## config.mk

```make
export PLATFORM = sky130hd
export DESIGN_NAME = phase_tracker
export DESIGN_NICKNAME = d
export VERILOG_FILES = /design/src/rtl/phase_tracker.sv
export SDC_FILE = /design/constraint.sdc
export NUM_CORES = 1
export LEC_CHECK = 0
export CORE_MARGIN = 2
export CORE_UTILIZATION = 45
export CTS_CLUSTER_DIAMETER = 50
export DETAILED_ROUTE_END_ITERATION = 16
export GPL_ROUTABILITY_DRIVEN = 0
export PLACE_DENSITY_LB_ADDON = 0.1
export SKIP_LAST_GASP = 1
export SYNTH_ARGS = -nofsm -noshare
export SYNTH_HDL_FRONTEND = slang
export SYNTH_SLANG_ARGS = --single-unit
```

## constraint.sdc

```tcl
create_clock -name clock -period 2.4 [get_ports clock]
set_input_delay 0.24 -clock clock [delete_from_list [all_inputs] [get_ports clock]]
set_output_delay 0.24 -clock clock [all_outputs]
set_load 0.05 [all_outputs]
```

## src/rtl/phase_tracker.sv

```systemverilog
// Receive-side phase tracker: validates the one-hot 5-phase bus, re-issues
// registered stage enables, handles halt at instruction boundaries and counts retirements.
module phase_tracker #(
  parameter int COUNT_W = 16
) (
  input  logic               clock,
  input  logic               reset,
  input  logic [4:0]         phase_bus,
  input  logic               halt_req,
  input  logic               clear_fault,
  output logic [4:0]         stage_en,
  output logic               locked,
  output logic               halt_ack,
  output logic               fault,
  output logic [1:0]         fault_code,
  output logic [2:0]         last_phase,
  output logic [COUNT_W-1:0] retired_count
);

  typedef enum logic [1:0] {
    IDLE   = 2'd0,
    RUN    = 2'd1,
    HALTED = 2'd2,
    FAULT  = 2'd3
  } state_t;

  localparam logic [COUNT_W-1:0] COUNT_ONE = {{(COUNT_W-1){1'b0}}, 1'b1};

  state_t               state_r;
  state_t               state_s;
  logic [4:0]           expected_r;
  logic [4:0]           expected_s;
  logic [4:0]           stage_en_s;
  logic [2:0]           last_phase_s;
  logic [COUNT_W-1:0]   count_s;
  logic [1:0]           code_s;
  logic                 accept_s;

  function automatic logic is_one_hot(input logic [4:0] p);
    return (p != 5'd0) && ((p & (p - 5'd1)) == 5'd0);
  endfunction

  // A one-hot value that is merely the wrong phase is an ordering error.
  function automatic logic [1:0] mismatch_code(input logic [4:0] p);
    return is_one_hot(p) ? 2'b10 : 2'b01;
  endfunction

  function automatic logic [2:0] phase_index(input logic [4:0] p);
    case (p)
      5'b00001: return 3'd0;
      5'b00010: return 3'd1;
      5'b00100: return 3'd2;
      5'b01000: return 3'd3;
      5'b10000: return 3'd4;
      default:  return 3'd0;
    endcase
  endfunction

  // Next-state and next-output decode for the tracker FSM.
  always_comb begin
    state_s      = state_r;
    expected_s   = expected_r;
    stage_en_s   = 5'd0;
    last_phase_s = last_phase;
    count_s      = retired_count;
    code_s       = fault_code;
    accept_s     = (phase_bus == expected_r);
    case (state_r)
      IDLE: begin
        if (phase_bus == 5'b00001) begin
          state_s      = RUN;
          stage_en_s   = 5'b00001;
          expected_s   = 5'b00010;
          last_phase_s = 3'd0;
        end else begin
          state_s = IDLE;
        end
      end
      RUN, HALTED: begin
        if (accept_s) begin
          last_phase_s = phase_index(phase_bus);
          expected_s   = {expected_r[3:0], expected_r[4]};
          if (state_r == RUN) begin
            stage_en_s = phase_bus;
            if (phase_bus[4]) begin
              count_s = retired_count + COUNT_ONE;
              state_s = halt_req ? HALTED : RUN;
            end else begin
              state_s = RUN;
            end
          end else if (phase_bus[0] && !halt_req) begin
            state_s    = RUN;
            stage_en_s = 5'b00001;
          end else begin
            state_s = HALTED;
          end
        end else begin
          state_s = FAULT;
          code_s  = mismatch_code(phase_bus);
        end
      end
      FAULT: begin
        if (clear_fault) begin
          state_s    = IDLE;
          code_s     = 2'b00;
          expected_s = 5'b00001;
        end else begin
          state_s = FAULT;
        end
      end
      default: begin
        state_s    = IDLE;
        expected_s = 5'b00001;
      end
    endcase
  end

  // State and output registers; flags are registered from the next state so they track it exactly.
  always_ff @(posedge clock) begin
    if (reset) begin
      state_r       <= IDLE;
      expected_r    <= 5'b00001;
      stage_en      <= 5'd0;
      locked        <= 1'b0;
      halt_ack      <= 1'b0;
      fault         <= 1'b0;
      fault_code    <= 2'b00;
      last_phase    <= 3'd0;
      retired_count <= {COUNT_W{1'b0}};
    end else begin
      state_r       <= state_s;
      expected_r    <= expected_s;
      stage_en      <= stage_en_s;
      locked        <= (state_s == RUN) || (state_s == HALTED);
      halt_ack      <= (state_s == HALTED);
      fault         <= (state_s == FAULT);
      fault_code    <= code_s;
      last_phase    <= last_phase_s;
      retired_count <= count_s;
    end
  end

endmodule

```

==> Word level (Yosys, flattened, before mapping) <==
Index checks and enable logic that the tools add are counted.
{ "totals": {"elab_cells": 67, "ff_bits": 36} }
{ "op_classes": {"eq_ne": 16, "reduce_logical": 14, "n_bitwise": 1, "add_sub_neg": 2, "n_mux": 25} }
{ "ops": {"columns": ["op", "count"], "rows": [
  ["$mux 5", 5],
  ["$mux 2", 9],
  ["$add 16x1->16 const B", 1],
  ["$pmux 5 s3", 1],
  ["$pmux 3 s4", 1],
  ["$pmux 5 s2", 1],
  ["$reduce_and 3->1", 3],
  ["$eq 2x2->1 const B", 4],
  ["$ne 2x2->1 const B", 4],
  ["$mux 3", 2],
  ["$pmux 2 s3", 1],
  ["$pmux 3 s2", 1],
  ["$and 5x5->5", 1],
  ["$eq 5x1->1 const B", 1],
  ["$eq 5x2->1 const B", 1],
  ["$eq 5x3->1 const B", 1],
  ["$eq 5x4->1 const B", 1],
  ["$eq 5x5->1", 1],
  ["$eq 5x5->1 const B", 1],
  ["$logic_not 5->1", 1],
  ["$reduce_bool 5->1", 1],
  ["$sub 5x1->5 const B", 1],
  ["$eq 2x1->1 const B", 2],
  ["$pmux 2 s2", 1],
  ["8 further kinds", 12]
]} }

==> Logic depth before layout (Yosys ltp) <==
Gate-level depths: netlist of the first run.
{ "depth": {"word_depth": 8, "ltp_mapped": 9} }

==> Least setup slack after synthesis of the first run <==
Ideal clock, no wire load.
{ "synth_path": {"path_kind": "register to register", "start": "register retired_count[3]", "end": "register retired_count[15]", "setup_slack_ns": 0.402, "t_arrival_ns": 1.882, "n_path_buf": 0, "path_stages_with_launch": 6, "setup_ns": 0.116, "path_cell_list": "dfxtp_1 and4_1 nand3_1 nor4_1 a21oi_1 a31o_2"} }
{ "synth_via": {"elab_chain_len": 1} }
{ "synth_lines": {"columns": ["element", "line_no", "rtl"], "rows": [
  ["start, declared", "17", "output logic [COUNT_W-1:0] retired_count"],
  ["start signal, assigned", "129", "retired_count <= {COUNT_W{1'b0}};"],
  ["start signal, assigned", "139", "retired_count <= count_s;"],
  ["$add 16x1->16", "86", "count_s = retired_count + COUNT_ONE;"]
]} }
Every way passes these cells.
A chain may end at the register's enable or synchronous reset.

==> Worst setup path after layout of the first run <==
{ "layout_path": {"start": "register state_r[0]", "end": "register fault_code[0]"} }
{ "layout_via": {"elab_chain_len": 4, "elab_cells_between_ends": 9} }
{ "layout_lines": {"columns": ["element", "line_no", "rtl"], "rows": [
  ["start, declared", "29", "state_t state_r;"],
  ["start signal, assigned", "131", "state_r <= state_s;"],
  ["$eq 2x1->1 / $eq 2x2->1 (equally long branches)", "68", "case (state_r)"],
  ["$reduce_or 2->1", "68", null],
  ["$ne 2x2->1 (no source line) / $reduce_bool 2->1 (equally long branches)", null, null],
  ["$reduce_and 3->1 (no source line)", null, null],
  ["end signal, assigned", "137", "fault_code <= code_s;"],
  ["end, declared", "15", "output logic [1:0] fault_code,"]
]} }
Several ways; a longest one is shown, not always the timed one.

==> results.cfg, run 1 <==
[worst_hold_path]
whs_endpoint = last_phase[0]$_SDFFE_PP0P_
hold_start = last_phase[0]$_SDFFE_PP0P_
hp-class = reg -> reg
hold_depth = 2

[timing]
worstMarginPinSlew_ns = 0.517
skew_ns = 0.00419
finalWorstSetupSlack_ns = 0.382
slew_headroom_pct = 65.2
grt_setup_unrepaired = no
timing.final.max_slew_violations = 0
finalCriticalPeriod_ns = 2.02
finalHoldViolations = 0
setup_violations = 0
period_share_pct = 84.1
fin_tns_setup_ns = 0
fmax_mhz = 496
hold_slack_ns = 0.457

[global_route]
antenna_found_initial = 0
grt_overflow_total = 0
grt_max_degree = 22
grt_pass1_vias = 1479
grt.total_usage_pct = 20.0
grt_first_pass_wirelength_um = 6910

[die]
start_util_pct = 46.3
core_um2 = 3970
dieHeight_um = 67.9
num_rows = 23
ioPinCount = 38
dieArea_um2 = 4610
die_w_um = 67.9

[run_status]
status = complete, no violations

[route]
vias_per_cell = 5.25
firstDrtPassIters = 4
wl_per_cell_um = 13.4
route.detailed.drc = 0
dr_total_vias = 1647
wl_um = 4210
first_iter_violations = 73
ant_nets = 0

[final_layout]
mostFrequentLayoutCells = 37 x clkdlybuf4s50_1, 36 x dfxtp_1, 25 x nor2_1
final_cell_area_um2 = 2410
drive_above_1_share_pct = 9.85
area_growth_syn_to_layout_pct = 31.0
fin_nets = 280
stdcell_count = 314
diodes = 0
final_common_cell = clkdlybuf4s50_1
fillers = 371

[clock_tree]
clk_path_buf_depth = 2
cts.clk_slew.worst_paths_ns = 0.08
clkSinkCount = 36
cts_tree = yes
ctsHoldBuffers = 0
cts-root-buf = clkbuf_8
cts-resized-gates = 0
numCtsBuffers = 5
cts_max_level = 2
insertion_delay_ns = 0.29
postCtsSetupBuffers = 0

[yosys]
yosysWarnings = 0
ys_ff_latch = 36
ys_types = 43
async_flop_share_pct = 0
synth_seq_area_share_pct = 39.2
synth_area_um2 = 1840
postSynthAreaPerCell_um2 = 8.55
yosys_most_used_dff = dfxtp_1
synthesis.nets = 232
syn_inst = 215
synth-edff-count = 0

[placed_design]
place_inst = 306
pre_cts_slack_ns = 0.186
portBuffers = 37
postPlaceCellArea_um2 = 2320
dp_hpwl_um = 3110

[critical_path]
path_max_fanout = 14
crit_type = reg -> reg
regToRegStartpoint = state_r[0]$_SDFF_PP0_
ff2ff_setup_slack_ns = 0.38
required_ns = 2.64
end_kind = flip-flop
start_kind = flip-flop
reg2reg_depth = 6
cp.arrival_ns = 2.25
r2r_end = fault_code[0]$_SDFFE_PP0P_

[job]
maxCapViolations = 0

[power_and_ir_drop]
p_leak_nw = 0.877
irDropWorstVdd_v = 0.000435
powerDensity_nw_per_um2 = 471
## how the worst max path moves through the flow
stage | start | end | slack (ns) | depth (start not counted)
after floorplan | retired_count[3]$_SDFFE_PP0P_ | retired_count[15]$_SDFFE_PP0P_ | 0.40 | 5
after global placement | phase_bus[1] | locked$_SDFF_PP0_ | 0.20 | 7
after detailed placement | phase_bus[2] | retired_count[15]$_SDFFE_PP0P_ | 0.19 | 7
after CTS | state_r[0]$_SDFF_PP0_ | fault_code[0]$_SDFFE_PP0P_ | 0.36 | 6
after global routing | state_r[0]$_SDFF_PP0_ | locked$_SDFF_PP0_ | 0.23 | 6
final | state_r[0]$_SDFF_PP0_ | fault_code[0]$_SDFFE_PP0P_ | 0.38 | 6
## where the power goes
group | switching (mW) | internal (mW) | total, mW | leakage [nW]
sequential | 0.00280 | 0.600 | 0.603 | 0.290
clock | 0.228 | 0.202 | 0.430 | 0.0479
combinational | 0.0575 | 0.0444 | 0.102 | 0.539
total | 0.288 | 0.846 | 1.13 | 0.877
## sequential cells by signal (all words and copies together) (netlist names)
register and count:
expected_r 5, fault 1, fault_code 2, halt_ack 1, last_phase 3, locked 1
retired_count 16, stage_en 5, state_r 2
## metal layers
metal | global-route usage, % | routed length (um) | share of wire, %
met3 | 4.93 | 261 | 6.2
met4 | 7.50 | 60 | 1.4
met5 | 0 | 0 | 0
met1 | 27.4 | 1970 | 47
met2 | 30.5 | 1910 | 45
## cells by family after synthesis
family	Yosys count	synth area share, %
buffers and inverters	22	5.65
AND/OR/NAND/NOR	90	25.7
adder cells (fa/ha/maj)	8	5.45
multiplexers	2	1.09
flip-flops	36	39.2
AO/OA/AOI/OAI	34	12.0
XOR/XNOR	23	11.0
## area by class of cell
cell class	count	area (um^2)	area share, %
Sequential cell	36	721	29.9
Multi-Input combinational cell	157	1010	42.1
Timing Repair Buffer	52	483	20.1
Clock buffer	5	68.8	2.86
Tap cell	50	62.6	2.60
Clock inverter	3	18.8	0.779
Inverter	11	41.3	1.71
## critical path: stages (launching register included)
cell     delay (ns)
dfxtp_1        0.39
inv_1          0.08
ha_1           0.52
nor2_1         0.10
a311o_1        0.37
or3_1          0.37
a21oi_2        0.13
## cell usage after synthesis (2+ instances only)
cell type	instances	area (um^2)
a21o_1	2	15.0
a21oi_1	9	45.0
and2_1	4	25.0
and3_1	3	18.8
and4_1	4	35.0
buf_2	2	10.0
buf_6	2	22.5
clkbuf_1	6	22.5
dfxtp_1	36	721
ha_1	8	100
inv_1	11	41.3
mux2i_1	2	20.0
nand2_1	11	41.3
nand3_1	8	40.0
nand4_1	8	50.1
nor2_1	25	93.8
nor2b_1	4	25.0
nor3_1	9	45.0
nor4_1	4	25.0
o21ai_0	10	50.1
o32ai_1	2	17.5
or3_1	3	18.8
xnor2_1	15	131
xor2_1	8	70.1
## per-stage QoR
step | utilization (%) | total power [mW]
4_1_cts | 60.6 | 1.15
6_report | 60.6 | 1.13
3_3_place_gp | 58.4 | 0.717
2_1_floorplan | - | 0.681
3_5_place_dp | 58.4 | 0.717
5_1_grt | 60.6 | 1.19
Note: power is estimated with default switching activity, not from simulation.
==> run 2: changes to the inputs <==
clock period = 2.05 ns   (was 2.4 ns; I/O delays follow)
==> run 2 against run 1 <==
- via count is 4.1% higher
- register-to-register slack worse by 0.25 ns
- sequential power is 17% higher
- core utilization rose by 2.9 points
- hold slack worse by 0.00061 ns
- clock skew about the same
- largest cell class unchanged
==> results.cfg, run 2 (same netlist as run 1, synthesis figures left out) <==
[critical_path]
end_kind = flip-flop
reg2reg_depth = 7
crit_type = reg -> reg
path_max_fanout = 6
start_kind = flip-flop
cp.arrival_ns = 2.10
startpoint = expected_r[3]$_SDFFE_PP0P_
required_ns = 2.24
regToRegStartpoint = expected_r[3]$_SDFFE_PP0P_

[die]
num_rows = 23
start_util_pct = 46.3
dieHeight_um = 67.9
die_w_um = 67.9
core_um2 = 3970
ioPinCount = 38
dieArea_um2 = 4610

[route]
first_iter_violations = 95
wl_per_cell_um = 13.3
dr_total_vias = 1714
ant_nets = 0
vias_per_cell = 5.26
route.detailed.drc = 0
firstDrtPassIters = 4
wl_um = 4350

[timing]
slew_headroom_pct = 66.3
finalHoldViolations = 0
grt_setup_unrepaired = no
finalCriticalPeriod_ns = 1.92
timing.final.max_slew_violations = 0
skew_ns = 0.00432
worstMarginPinSlew_ns = 0.501
setup_violations = 0
fmax_mhz = 522
hold_slack_ns = 0.456
period_share_pct = 93.5

[global_route]
antenna_found_initial = 0
grt_overflow_total = 0
grt.total_usage_pct = 20.8
grt_first_pass_wirelength_um = 7170
met2_usage_pct = 34.6
grt_busiest_layer = met2
met1_usage_pct = 26.3
grt_max_degree = 18
grtUsageMet3_pct = 4.93
grt_pass1_vias = 1609

[clock_tree]
cts-root-buf = clkbuf_8
cts_tree = yes
clk_path_buf_depth = 2
insertion_delay_ns = 0.29
cts_max_level = 2
numCtsBuffers = 5
cts.clk_slew.worst_paths_ns = 0.08
ctsHoldBuffers = 0
clkSinkCount = 36

[final_layout]
fillers = 388
drive_above_1_share_pct = 14.1
stdcell_count = 326
fin_nets = 292
area_growth_syn_to_layout_pct = 37.4
final_common_cell = clkdlybuf4s50_1
mostFrequentLayoutCells = 37 x clkdlybuf4s50_1, 36 x dfxtp_1, 27 x buf_4
regMostFlops = retired_count
diodes = 0
largest_reg_flops = 16
reg.largest.list = retired_count: 16 flops, expected_r: 5 flops, stage_en: 5 flops

[power_and_ir_drop]
p_total_mw = 1.47
irDropWorstVdd_v = 0.000366
powerDensity_nw_per_um2 = 583
p_leak_nw = 0.940

[worst_hold_path]
hold_start = last_phase[0]$_SDFFE_PP0P_
hp-class = reg -> reg
hold_depth = 2

[placed_design]
dp_hpwl_um = 3190
place_inst = 318
portBuffers = 37

[run_status]
status = complete, no violations

[job]
maxCapViolations = 0
run 2: changes by cell type in the layout (fill, tap and decap cells not counted):
| cell | delta |
|---|---|
| clkinv_4 | -1 |
| buf_4 | +12 |
| ha_1 | -1 |
| clkinv_2 | -1 |
| ha_2 | +1 |
| clkinvlp_4 | +1 |
| bufinv_16 | +1 |
run 2: report_power, final:
| group | leakage (nW) | switching (mW) | internal, mW |
|---|---|---|---|
| clock | 0.0541 | 0.271 | 0.360 |
| combinational | 0.596 | 0.0706 | 0.0635 |
| sequential | 0.290 | 0.00347 | 0.702 |
| total | 0.940 | 0.345 | 1.13 |
run 2: repair_timing:
action | CTS | global route
resized for setup | 0 | 1
setup buffers | 0 | 0
setup endpoints to repair | 0 | 1
run 2: area by class of cell:
cell class,instances,area [um^2],share of cell area (%)
clock buffers,5,68.8,2.73
clock inverters,3,42.5,1.68
inverters,11,41.3,1.64
multi-input cells,157,1020,40.2
flip-flops and latches,36,721,28.5
well taps,50,62.6,2.48
repair buffers,64,573,22.7
run 2: worst paths after layout:
check / to / slack [ns]
max reg2reg: retired_count[15]$_SDFFE_PP0P_ / 0.13
min reg2reg: last_phase[0]$_SDFFE_PP0P_ / 0.46
min: last_phase[0]$_SDFFE_PP0P_ / 0.46
max: retired_count[15]$_SDFFE_PP0P_ / 0.13
run 2: through the flow:
step	TNS [ns]	area (um^2)	setup slack (ns)	utilization, %
detailed placement	-0.207	2410	-0.135	60.7
global placement	-0.254	2410	-0.152	60.7
finish	0	2520	0.133	63.6
global route	0	2520	0.0186	63.6
CTS	0	2520	0.105	63.5
floorplan	0	1840	0.0524	-
run 2: worst max-delay path: stages, from the launching register on:
cell	delay (ns)
dfxtp_1	0.35
xnor2_1	0.27
nand3_1	0.23
buf_4	0.20
nor4_1	0.31
buf_4	0.19
a21oi_1	0.06
a31o_2	0.20
run 2: routing by layer:
metal	part of all wire, %	routed length [um]
met5	0	0
met4	1.3	55
met3	6.2	270
met2	47	2040
met1	46	1980
==> run 3: changes to the inputs <==
CORE_ASPECT_RATIO = 1.25   (was unset)
==> run 3 against run 2 <==
- worst setup slack worse by 0.026 ns
- final cell count is 2.1% higher
- highest routed layer unchanged
- critical path depth rose by 1
- core utilization decreased by 0.16 points
- first-iteration DRC count is 45% lower
==> results.cfg, run 3 (same netlist as run 1, synthesis figures left out) <==
[route]
route.detailed.drc = 0
vias_per_cell = 5.06
first_iter_violations = 52
wl_per_cell_um = 12.5
wl_um = 4160
firstDrtPassIters = 4
ant_nets = 0
dr_total_vias = 1684

[timing]
timing.final.max_slew_violations = 0
worstMarginPinSlew_ns = 0.499
skew_ns = 0.00387
finalCriticalPeriod_ns = 1.94
setup_violations = 0
slew_headroom_pct = 66.6
period_share_pct = 94.8
finalHoldViolations = 0
fmax_mhz = 515
grt_setup_unrepaired = no

[clock_tree]
ctsHoldBuffers = 0
clkSinkCount = 36
numCtsBuffers = 5
cts_tree = yes
cts-resized-gates = 0
postCtsSetupBuffers = 0
clk_path_buf_depth = 2
cts-root-buf = clkbuf_8
cts_max_level = 2
cts.clk_slew.worst_paths_ns = 0.07
insertion_delay_ns = 0.29

[global_route]
antenna_found_initial = 0
grt_first_pass_wirelength_um = 6780
grt_max_degree = 19
grt.total_usage_pct = 19.8
grt_pass1_vias = 1524
grt_overflow_total = 0

[final_layout]
reg.largest.list = retired_count: 16 flops, expected_r: 5 flops, stage_en: 5 flops
fillers = 359
drive_above_1_share_pct = 14.1
final_util_pct = 63.4
final_common_cell = clkdlybuf4s50_1
multiInputGateArea_um2 = 1010
stdcell_count = 333
area_growth_syn_to_layout_pct = 38.1
diodes = 0
mostFrequentLayoutCells = 37 x clkdlybuf4s50_1, 36 x dfxtp_1, 28 x buf_4
seq_area_um2 = 721
regMostFlops = retired_count
largest_reg_flops = 16
fin_nets = 293

[power_and_ir_drop]
p_leak_nw = 0.947
p_total_mw = 1.46
powerDensity_nw_per_um2 = 575
irDropWorstVdd_v = 0.000452

[run_status]
status = complete, no violations

[die]
num_rows = 26
start_util_pct = 45.9
die_w_um = 61.2
dieArea_um2 = 4610
ioPinCount = 38
dieHeight_um = 75.5
core_um2 = 4000

[worst_hold_path]
hp-class = reg -> reg

[critical_path]
path_max_fanout = 6
crit_path_end = fault$_SDFF_PP0_
critical_path_depth = 8
critical-path-max-stage-delay_ns = 0.64
cp.arrival_ns = 2.12
ff2ff_setup_slack_ns = 0.13
end_kind = flip-flop
path_delay_family = buffers and inverters
crit_type = in -> reg
startpoint = phase_bus[1]
r2r_end = fault_code[0]$_SDFFE_PP0P_
required_ns = 2.23
start_kind = primary input
cpMaxStageDelayCell = clkdlybuf4s50_1
critPathBufInv = 2
regToRegStartpoint = state_r[0]$_SDFF_PP0_
path_cells = clkdlybuf4s50_1 -> xnor2_1 -> nand2_1 -> o31ai_1 -> a22o_1 -> inv_1 -> ha_1 -> nor2b_1
reg2reg_depth = 6

[placed_design]
dp_hpwl_um = 3150
portBuffers = 37
place_inst = 325

[job]
maxCapViolations = 0
==> run 3: cell types whose count changed in the layout (fill, tap and decap cells not counted), sizes merged <==
cell,previous run,this run
buf,27,28
==> run 3: area by class of cell <==
type,count,share of cell area (%)
Multi-Input combinational cell,157,39.9
Sequential cell,36,28.4
Timing Repair Buffer,65,22.9
Tap cell,56,2.76
Clock buffer,5,2.71
Clock inverter,3,1.68
Inverter,11,1.63
==> run 3: metal layers <==
metal,global-route usage (%),wire length (um)
met5,0,0
met4,8.45,93
met3,4.75,155
met2,33.5,2070
met1,23.5,1840
==> run 3: report_power, final <==
| part | internal [mW] | leakage, nW | switching [mW] | total (mW) |
|---|---|---|---|---|
| logic | 0.0625 | 0.603 | 0.0708 | 0.133 |
| registers | 0.702 | 0.290 | 0.00299 | 0.705 |
| clock network | 0.360 | 0.0541 | 0.260 | 0.620 |
==> run 3: worst register-to-register path: stages, from the launching register on <==
cell	delay (ns)
dfxtp_1	0.38
inv_1	0.08
ha_1	0.44
nor2_1	0.10
a311o_1	0.35
or3_1	0.37
a21oi_2	0.13
==> run 3: stage by stage <==
| step | hold WS [ns] | setup TNS [ns] | setup slack [ns] | instance area [um^2] |
|---|---|---|---|---|
| 6_report | 0.453 | 0 | 0.107 | 2540 |
| 5_1_grt | 0.480 | 0 | 0.0146 | 2540 |
| 4_1_cts | 0.456 | 0 | 0.130 | 2540 |
| 3_5_place_dp | 0.444 | -0.278 | -0.133 | 2430 |
| 3_3_place_gp | 0.444 | -0.309 | -0.124 | 2430 |
| 2_1_floorplan | 0.369 | 0 | 0.0524 | 1840 |
==> run 3: how the worst min path moves through the flow <==
| stage | startpoint | endpoint | slack [ns] | depth (start not counted) |
|---|---|---|---|---|
| after CTS | last_phase[1]$_SDFFE_PP0P_ | last_phase[1]$_SDFFE_PP0P_ | 0.46 | 2 |
| after detailed placement | last_phase[1]$_SDFFE_PP0P_ | last_phase[1]$_SDFFE_PP0P_ | 0.44 | 2 |
| final | last_phase[1]$_SDFFE_PP0P_ | last_phase[1]$_SDFFE_PP0P_ | 0.45 | 2 |
| after global placement | last_phase[1]$_SDFFE_PP0P_ | last_phase[1]$_SDFFE_PP0P_ | 0.44 | 2 |
| after global routing | last_phase[0]$_SDFFE_PP0P_ | last_phase[0]$_SDFFE_PP0P_ | 0.48 | 2 |
| after floorplan | reset | fault_code[1]$_SDFFE_PP0P_ | 0.37 | 3 |
